--- src/rtl/multicycle_controller_if.sv ---
// ---------------------------------------------------------------------------
// multicycle_controller_if
//
// Purpose: groups the instruction-decode inputs and the datapath control
// outputs of the multicycle controller into one bundle.
//
// Signals (controller view, modport master):
//   inputs  : Op[5:0], Funct[5:0]  instruction register fields
//             Zero                 ALU zero flag of the current cycle
//             MemReady             unified memory access completes this cycle
//   outputs : IorD, IRWrite, MemWrite, RegDst, MemtoReg, RegWrite,
//             ALUSrcA, Branch, PCWrite   datapath enables and selects
//             ALUSrcB[1:0], PCSrc[1:0], ALUControl[2:0]
//             PCEn                 PC load enable
//             State[3:0]           current state, for debug
// The slave modport is the datapath side of the same bundle.
// ---------------------------------------------------------------------------
interface multicycle_controller_if;
  logic [5:0] Op;
  logic [5:0] Funct;
  logic       Zero;
  logic       MemReady;

  logic       IorD;
  logic       IRWrite;
  logic       MemWrite;
  logic       RegDst;
  logic       MemtoReg;
  logic       RegWrite;
  logic       ALUSrcA;
  logic       Branch;
  logic       PCWrite;
  logic [1:0] ALUSrcB;
  logic [1:0] PCSrc;
  logic [2:0] ALUControl;
  logic       PCEn;
  logic [3:0] State;

  modport master (
    input  Op, Funct, Zero, MemReady,
    output IorD, IRWrite, MemWrite, RegDst, MemtoReg, RegWrite,
           ALUSrcA, Branch, PCWrite, ALUSrcB, PCSrc, ALUControl, PCEn, State
  );

  modport slave (
    output Op, Funct, Zero, MemReady,
    input  IorD, IRWrite, MemWrite, RegDst, MemtoReg, RegWrite,
           ALUSrcA, Branch, PCWrite, ALUSrcB, PCSrc, ALUControl, PCEn, State
  );
endinterface

--- src/rtl/multicycle_controller.sv ---
// ---------------------------------------------------------------------------
// multicycle_controller
//
// Purpose: control FSM of a multicycle MIPS-style processor with a unified
// memory that may stall (MemReady). Supports lw, sw, R-type (add/sub/slt/mul),
// beq, addi and j. Unknown opcodes are dropped after DECODE.
//
// Ports:
//   clk  single clock, state updates on the rising edge
//   rst  asynchronous active-high reset, forces State to FETCH at once
//   bus  multicycle_controller_if.master (opcode/funct/zero/memready in,
//        all datapath control signals and the debug State out)
//
// All outputs are a combinational decode of the current state, Op, Funct
// and MemReady; Zero only feeds PCEn.
// ---------------------------------------------------------------------------
module multicycle_controller (
  input  logic                           clk,
  input  logic                           rst,
  multicycle_controller_if.master        bus
);

  typedef enum logic [3:0] {
    S_FETCH  = 4'd0,
    S_DECODE = 4'd1,
    S_MEMADR = 4'd2,
    S_MEMRD  = 4'd3,
    S_MEMWB  = 4'd4,
    S_MEMWR  = 4'd5,
    S_EXEC   = 4'd6,
    S_ALUWB  = 4'd7,
    S_BEQ    = 4'd8,
    S_ADDIEX = 4'd9,
    S_ADDIWB = 4'd10,
    S_JUMP   = 4'd11
  } state_t;

  localparam logic [5:0] OP_LW    = 6'b100011;
  localparam logic [5:0] OP_SW    = 6'b101011;
  localparam logic [5:0] OP_RTYPE = 6'b000000;
  localparam logic [5:0] OP_BEQ   = 6'b000100;
  localparam logic [5:0] OP_ADDI  = 6'b001000;
  localparam logic [5:0] OP_J     = 6'b000010;

  localparam logic [5:0] FN_SUB = 6'b100010;
  localparam logic [5:0] FN_SLT = 6'b101010;
  localparam logic [5:0] FN_MUL = 6'b011100;

  localparam logic [2:0] ALU_ADD = 3'b010;
  localparam logic [2:0] ALU_SUB = 3'b100;
  localparam logic [2:0] ALU_SLT = 3'b110;
  localparam logic [2:0] ALU_MUL = 3'b101;

  localparam logic [1:0] SRCB_REG   = 2'b00;
  localparam logic [1:0] SRCB_FOUR  = 2'b01;
  localparam logic [1:0] SRCB_IMM   = 2'b10;
  localparam logic [1:0] SRCB_IMMSH = 2'b11;

  localparam logic [1:0] PC_ALU    = 2'b00;
  localparam logic [1:0] PC_ALUOUT = 2'b01;
  localparam logic [1:0] PC_JUMP   = 2'b10;

  // ALU operation for an R-type instruction; unknown functs fall back to add.
  function automatic logic [2:0] alu_decode(input logic [5:0] funct);
    logic [2:0] op_v;
    case (funct)
      FN_SUB:  op_v = ALU_SUB;
      FN_SLT:  op_v = ALU_SLT;
      FN_MUL:  op_v = ALU_MUL;
      default: op_v = ALU_ADD;
    endcase
    return op_v;
  endfunction

  // State that follows DECODE for a given opcode.
  function automatic state_t decode_next(input logic [5:0] op);
    state_t ns_v;
    case (op)
      OP_LW, OP_SW: ns_v = S_MEMADR;
      OP_RTYPE:     ns_v = S_EXEC;
      OP_BEQ:       ns_v = S_BEQ;
      OP_ADDI:      ns_v = S_ADDIEX;
      OP_J:         ns_v = S_JUMP;
      default:      ns_v = S_FETCH;
    endcase
    return ns_v;
  endfunction

  state_t     state_r;
  state_t     next_state_s;

  logic       iord_s;
  logic       irwrite_s;
  logic       memwrite_s;
  logic       regdst_s;
  logic       memtoreg_s;
  logic       regwrite_s;
  logic       alusrca_s;
  logic       branch_s;
  logic       pcwrite_s;
  logic [1:0] alusrcb_s;
  logic [1:0] pcsrc_s;
  logic [2:0] alucontrol_s;
  logic       fetch_done_s;

  // The instruction fetch completes only when memory answers and the
  // controller is not being held in reset; reset must never let the IR or PC
  // load.
  assign fetch_done_s = bus.MemReady & ~rst;

  // State register with asynchronous reset to FETCH.
  always_ff @(posedge clk or posedge rst) begin
    if (rst) begin
      state_r <= S_FETCH;
    end else begin
      state_r <= next_state_s;
    end
  end

  // Next-state and output decode; every output starts at its idle value.
  always_comb begin
    next_state_s = S_FETCH;
    iord_s       = 1'b0;
    irwrite_s    = 1'b0;
    memwrite_s   = 1'b0;
    regdst_s     = 1'b0;
    memtoreg_s   = 1'b0;
    regwrite_s   = 1'b0;
    alusrca_s    = 1'b0;
    branch_s     = 1'b0;
    pcwrite_s    = 1'b0;
    alusrcb_s    = SRCB_REG;
    pcsrc_s      = PC_ALU;
    alucontrol_s = ALU_ADD;

    case (state_r)
      S_FETCH: begin
        // PC + 4 is computed every fetch cycle but only written back when
        // the memory read of the instruction completes.
        alusrcb_s    = SRCB_FOUR;
        irwrite_s    = fetch_done_s;
        pcwrite_s    = fetch_done_s;
        next_state_s = bus.MemReady ? S_DECODE : S_FETCH;
      end
      S_DECODE: begin
        // Branch target is precomputed here into ALUOut.
        alusrcb_s    = SRCB_IMMSH;
        next_state_s = decode_next(bus.Op);
      end
      S_MEMADR: begin
        alusrca_s    = 1'b1;
        alusrcb_s    = SRCB_IMM;
        next_state_s = (bus.Op == OP_LW) ? S_MEMRD : S_MEMWR;
      end
      S_MEMRD: begin
        iord_s       = 1'b1;
        next_state_s = bus.MemReady ? S_MEMWB : S_MEMRD;
      end
      S_MEMWB: begin
        memtoreg_s   = 1'b1;
        regwrite_s   = 1'b1;
        next_state_s = S_FETCH;
      end
      S_MEMWR: begin
        // The write request is held until memory accepts it.
        iord_s       = 1'b1;
        memwrite_s   = 1'b1;
        next_state_s = bus.MemReady ? S_FETCH : S_MEMWR;
      end
      S_EXEC: begin
        alusrca_s    = 1'b1;
        alusrcb_s    = SRCB_REG;
        alucontrol_s = alu_decode(bus.Funct);
        next_state_s = S_ALUWB;
      end
      S_ALUWB: begin
        regdst_s     = 1'b1;
        regwrite_s   = 1'b1;
        next_state_s = S_FETCH;
      end
      S_BEQ: begin
        alusrca_s    = 1'b1;
        alusrcb_s    = SRCB_REG;
        alucontrol_s = ALU_SUB;
        pcsrc_s      = PC_ALUOUT;
        branch_s     = 1'b1;
        next_state_s = S_FETCH;
      end
      S_ADDIEX: begin
        alusrca_s    = 1'b1;
        alusrcb_s    = SRCB_IMM;
        next_state_s = S_ADDIWB;
      end
      S_ADDIWB: begin
        regwrite_s   = 1'b1;
        next_state_s = S_FETCH;
      end
      S_JUMP: begin
        pcsrc_s      = PC_JUMP;
        pcwrite_s    = 1'b1;
        next_state_s = S_FETCH;
      end
      default: begin
        // Unused encodings recover to FETCH with idle outputs.
        next_state_s = S_FETCH;
      end
    endcase
  end

  assign bus.IorD       = iord_s;
  assign bus.IRWrite    = irwrite_s;
  assign bus.MemWrite   = memwrite_s;
  assign bus.RegDst     = regdst_s;
  assign bus.MemtoReg   = memtoreg_s;
  assign bus.RegWrite   = regwrite_s;
  assign bus.ALUSrcA    = alusrca_s;
  assign bus.Branch     = branch_s;
  assign bus.PCWrite    = pcwrite_s;
  assign bus.ALUSrcB    = alusrcb_s;
  assign bus.PCSrc      = pcsrc_s;
  assign bus.ALUControl = alucontrol_s;
  // Zero only matters through the branch term; reset blocks any PC load.
  assign bus.PCEn       = ~rst & (pcwrite_s | (branch_s & bus.Zero));
  assign bus.State      = state_r;

endmodule

--- src/flat_wrapper.sv ---
// flat-port wrapper written by rule: the top's interface ports become plain ports
module multicycle_controller_flat 
  (clk, rst, bus_Op, bus_Funct, bus_Zero, bus_MemReady, bus_IorD, bus_IRWrite, bus_MemWrite, bus_RegDst, bus_MemtoReg, bus_RegWrite, bus_ALUSrcA, bus_Branch, bus_PCWrite, bus_ALUSrcB, bus_PCSrc, bus_ALUControl, bus_PCEn, bus_State);
  multicycle_controller_if bus_i ();
  input  logic clk;
  input  logic rst;
  input wire logic [$bits(bus_i.Op)-1:0] bus_Op;
  input wire logic [$bits(bus_i.Funct)-1:0] bus_Funct;
  input wire logic [$bits(bus_i.Zero)-1:0] bus_Zero;
  input wire logic [$bits(bus_i.MemReady)-1:0] bus_MemReady;
  output wire logic [$bits(bus_i.IorD)-1:0] bus_IorD;
  output wire logic [$bits(bus_i.IRWrite)-1:0] bus_IRWrite;
  output wire logic [$bits(bus_i.MemWrite)-1:0] bus_MemWrite;
  output wire logic [$bits(bus_i.RegDst)-1:0] bus_RegDst;
  output wire logic [$bits(bus_i.MemtoReg)-1:0] bus_MemtoReg;
  output wire logic [$bits(bus_i.RegWrite)-1:0] bus_RegWrite;
  output wire logic [$bits(bus_i.ALUSrcA)-1:0] bus_ALUSrcA;
  output wire logic [$bits(bus_i.Branch)-1:0] bus_Branch;
  output wire logic [$bits(bus_i.PCWrite)-1:0] bus_PCWrite;
  output wire logic [$bits(bus_i.ALUSrcB)-1:0] bus_ALUSrcB;
  output wire logic [$bits(bus_i.PCSrc)-1:0] bus_PCSrc;
  output wire logic [$bits(bus_i.ALUControl)-1:0] bus_ALUControl;
  output wire logic [$bits(bus_i.PCEn)-1:0] bus_PCEn;
  output wire logic [$bits(bus_i.State)-1:0] bus_State;
  assign bus_i.Op = bus_Op;
  assign bus_i.Funct = bus_Funct;
  assign bus_i.Zero = bus_Zero;
  assign bus_i.MemReady = bus_MemReady;
  assign bus_IorD = bus_i.IorD;
  assign bus_IRWrite = bus_i.IRWrite;
  assign bus_MemWrite = bus_i.MemWrite;
  assign bus_RegDst = bus_i.RegDst;
  assign bus_MemtoReg = bus_i.MemtoReg;
  assign bus_RegWrite = bus_i.RegWrite;
  assign bus_ALUSrcA = bus_i.ALUSrcA;
  assign bus_Branch = bus_i.Branch;
  assign bus_PCWrite = bus_i.PCWrite;
  assign bus_ALUSrcB = bus_i.ALUSrcB;
  assign bus_PCSrc = bus_i.PCSrc;
  assign bus_ALUControl = bus_i.ALUControl;
  assign bus_PCEn = bus_i.PCEn;
  assign bus_State = bus_i.State;
  multicycle_controller u_core (.clk(clk), .rst(rst), .bus(bus_i));
endmodule
--- config.mk ---
export PLATFORM = sky130hd
export DESIGN_NAME = multicycle_controller_flat
export DESIGN_NICKNAME = d
export VERILOG_FILES = /design/src/rtl/multicycle_controller_if.sv /design/src/rtl/multicycle_controller.sv /design/src/flat_wrapper.sv
export SDC_FILE = /design/constraint.sdc
export NUM_CORES = 1
export LEC_CHECK = 0
export CAP_MARGIN = 20
export CORE_ASPECT_RATIO = 0.7
export CORE_MARGIN = 2
export CORE_UTILIZATION = 25
export DETAILED_ROUTE_END_ITERATION = 6
export GPL_ROUTABILITY_DRIVEN = 0
export PLACE_DENSITY = 0.59
export SLEW_MARGIN = 30
export SYNTH_ARGS = -nofsm -noshare
export SYNTH_HDL_FRONTEND = slang
export SYNTH_SLANG_ARGS = --single-unit
--- constraint.sdc ---
create_clock -name clk -period 1.9 [get_ports clk]
set_input_delay 0.38 -clock clk [delete_from_list [all_inputs] [get_ports clk]]
set_output_delay 0.38 -clock clk [all_outputs]
set_load 0.01 [all_outputs]
==> results.py <==
metrics = {
    "cts": {
        "cts.clk_slew.worst_paths_ns": 0.04,
        "clk-insertion-delay-late_ns": 0.24,
        "max-clock-path-buffers": 2,
        "cts.sink_count": 4,
        "cts_tree": "yes",
        "post_cts_hold_buffer_count": 0,
        "cts.root.buffer_cell": "sky130_fd_sc_hd__clkbuf_4",
        "cts-htree-levels": 1,
        "numCtsBuffers": 3,
    },
    "power": {
        "cellLeakagePower_nw": 0.482,
        "power-per-cell-area_nw_per_um2": 529,
        "largest_voltage_drop_on_the_vdd_net_uv": 223,
    },
    "setup_path": {
        "critical_path_required_ns": 1.52,
        "worst_ep_arrival_time_ns": 1.67,
        "cp_cell_sequence": "buf_2 > or4_1 > a2111o_1 > a21o_1 > buf_2",
        "critical-path-top-delay-family": "compound AO/OA/AOI/OAI gates",
        "setup.worst_path.class": "input pin to primary output",
        "critical_path.max_stage_delay_ns": 0.52,
        "critical_path.startpoint_type": "input pin",
        "critical_path_peak_fanout": 2,
        "cp_common_cell": "sky130_fd_sc_hd__buf_2",
        "cp-end-kind": "primary output",
        "cp_num_buf_inv": 2,
        "cpMaxStageDelayCell": "sky130_fd_sc_hd__or4_1",
    },
    "yosys": {
        "post_synth_most_frequent_cells": "8 x sky130_fd_sc_hd__nand2_1, 6 x sky130_fd_sc_hd__nor2_1, 6 x sky130_fd_sc_hd__nor3_1",
        "synth.most_common_cell": "sky130_fd_sc_hd__nand2_1",
        "synth.top_cells.by_area": "sky130_fd_sc_hd__dfrtp_1 18%, sky130_fd_sc_hd__nand2b_1 5.7%, sky130_fd_sc_hd__nor3_1 5.5%",
        "number_of_nets_produced_by_synthesis": 95,
        "asyncSetResetFlopFracSynth_pct": 100,
        "ys_ff_latch": 4,
        "yosys_top_cell_area_share_pct": 18.3,
        "synth-edff-count": 0,
        "yosys_warnings": 0,
        "avg_inst_size_synth_um2": 6.91,
        "synth-main-ff-cell": "sky130_fd_sc_hd__dfrtp_1",
        "total_standard_cell_area_after_synthesis_um2": 546,
        "synth_area_leader_cell": "sky130_fd_sc_hd__dfrtp_1",
        "number_of_cells_produced_by_synthesis": 79,
        "synth.lib_cells_used.distinct": 36,
        "seq_area_frac_synth_pct": 18.3,
    },
    "timing": {
        "final_hold_viols": 0,
        "max_clock_freq_ghz": 0.489,
        "worst_slew_margin_rel_pct": 73.7,
        "period_minus_slack_ns": 2.05,
        "worst_clock_skew_ns": 0.0103,
        "timing.final.crit_share_pct": 108,
        "tightestPinTransition_ns": 0.391,
        "timing.final.max_slew_violations": 0,
        "finalSetupViolCount": 4,
        "final.setup.worst_slack_ns": -0.147,
        "setup_repair_after_global_routing_missed_its_margin": "true",
    },
    "route": {
        "routed_wl_mm": 1.96,
        "detail_route.wirelength.met1_um": 903,
        "ant_nets": 0,
        "drt-vias-per-instance": 5.03,
        "route.vias.total": 794,
        "drc": 0,
        "detailroute.wirelength.met2_um": 958,
        "wl_per_cell_um": 12.4,
        "drt_first_pass_iters": 4,
        "route.met3.wl_um": 98,
        "initialDrtViolationCount": 9,
        "dr.max_layer_used": "met3",
    },
    "placed_design": {
        "post-dp-hpwl_mm": 1.50,
        "numPlacedInstances": 149,
        "instance_area_at_placement_um2": 1040,
        "port_buffers": 36,
    },
    "status": {
        "status": "finished with violations",
        "failing_checks": "setup timing",
    },
    "die": {
        "die-height_um": 43.1,
        "initial_core_util_pct": 26.0,
        "placementRows": 14,
        "die_x_um": 59.8,
        "dieArea_um2": 2580,
        "io_pins": 37,
        "fp.coreArea_um2": 2100,
    },
    "final_layout": {
        "design.final.nets": 152,
        "design_area_um2": 1090,
        "area_growth_syn_to_layout_pct": 99.5,
        "fillerInstances": 211,
        "largest_register_ffs": 4,
        "final_layout_size_suffix_gt1_share_pct": 35.8,
        "layout.cells.non_filler": 158,
        "antenna_cells_inserted": 0,
    },
    "grt": {
        "grt_antenna_before_repair": 0,
        "tot_gr_track_use_pct": 16.4,
        "first_pass_grt_wire_length_mm": 3.28,
        "vias_in_the_first_global_route": 781,
        "grt_max_degree": 15,
        "globalRouteOverflowTotal": 0,
    },
    "run": {
        "drv_cap": 0,
    },
    "worst_hold_path": {
        "worstHoldPathType": "input pin to asynchronous set/reset pin",
    },
}
cell type report:
class / instances / area (um2) / area share [%]
clock buffers: 3 / 22.5 / 2.07
inverters: 3 / 11.3 / 1.03
multi-input cells: 65 / 449 / 41.3
flip-flops and latches: 4 / 100 / 9.20
well taps: 24 / 30.0 / 2.76
repair buffers: 59 / 475 / 43.7
layout by cell type (no fill, tap or decap), drive strengths merged:
cell type	n
or4b	1
o21ai	3
nor3	6
dlygate4sd2	9
clkbuf	5
nand3	3
xnor2	2
dfrtp	4
or4	1
nand2b	5
nor3b	1
buf	35
mux2i	2
o221ai	1
o21a	2
nor4bb	1
o31ai	1
a22oi	1
o31a	1
a2111o	2
a211oi	1
inv	3
clkdlybuf4s50	12
o211ai	1
clkdlybuf4s15	1
or3b	1
a21o	1
and2	1
nor2	6
nand3b	1
nor4	4
or2	2
a21oi	3
nand2	8
a31oi	1
or3	2
worst paths after layout:
kind / start / endpoint / slack (ns) / cells after the start
worst max-delay path: bus_Funct[3] / bus_ALUControl[1] / -0.15 / 5
worst min-delay path: rst / u_core.bus.State[0] / 0.25 / 3
worst max register to register: u_core.bus.State[1] / u_core.bus.State[0] / 0.44 / 5
worst min register to register: u_core.bus.State[2] / u_core.bus.State[3] / 0.63 / 2
max in group asynchronous: rst / u_core.bus.State[3] / 1.48 / 3
min in group clk: u_core.bus.State[2] / u_core.bus.State[3] / 0.63 / 2
timing repair:
action / 4_1_cts / 5_1_grt
resized for setup: 70 / 8
endpoints found under the hold margin: 0 / 0
endpoints found under the setup margin: 17 / 8
pin swaps: 13 / 4
setup buffers: 3 / 3
cell families (layout without fill, tap and decap cells):
| kind of cell | count (synthesis) | after routing | share of synthesized area [%] |
|---|---|---|---|
| DFF | 4 | 4 | 18.3 |
| AOI/OAI and AO/OA | 18 | 18 | 23.6 |
| muxes | 2 | 2 | 3.67 |
| and+or+nand+nor | 43 | 43 | 43.3 |
| buffers and inverters | 10 | 65 | 7.80 |
| xor gates and xnor gates | 2 | 2 | 3.21 |
power breakdown:
group	internal [mW]	switching (mW)	total [mW]
Clock	0.0708	0.0370	0.108
Combinational	0.193	0.171	0.364
Sequential	0.0963	0.00799	0.104
Total	0.360	0.216	0.576
layer usage:
metal	up-vias	global-route usage (%)
met5	-	0
met4	0	3.11
met3	0	4.27
met2	23	26.5
met1	372	21.9
li1	399	-
stage by stage:
stage | setup TNS (ns) | total power, mW | hold slack (ns) | util (%) | setup slack, ns
6_report | -0.260 | 0.576 | 0.246 | 51.8 | -0.147
5_1_grt | -0.645 | 0.623 | 0.256 | 51.8 | -0.179
4_1_cts | -0.282 | 0.543 | 0.236 | 50.0 | -0.152
3_5_place_dp | -4.38 | 0.447 | 0.635 | 49.3 | -0.872
3_3_place_gp | -4.33 | 0.445 | 0.625 | 49.3 | -0.836
2_1_floorplan | 0 | 0.264 | 0.146 | - | 0.0255
worst reg2reg max path, delay by kind of cell (launching register included):
family,cells,cell delay (ns)
compound gates,2,0.41
buf+inv,2,0.37
flops,1,0.37
simple gates,1,0.22
No activity file was read; power rests on OpenSTA's default activity.
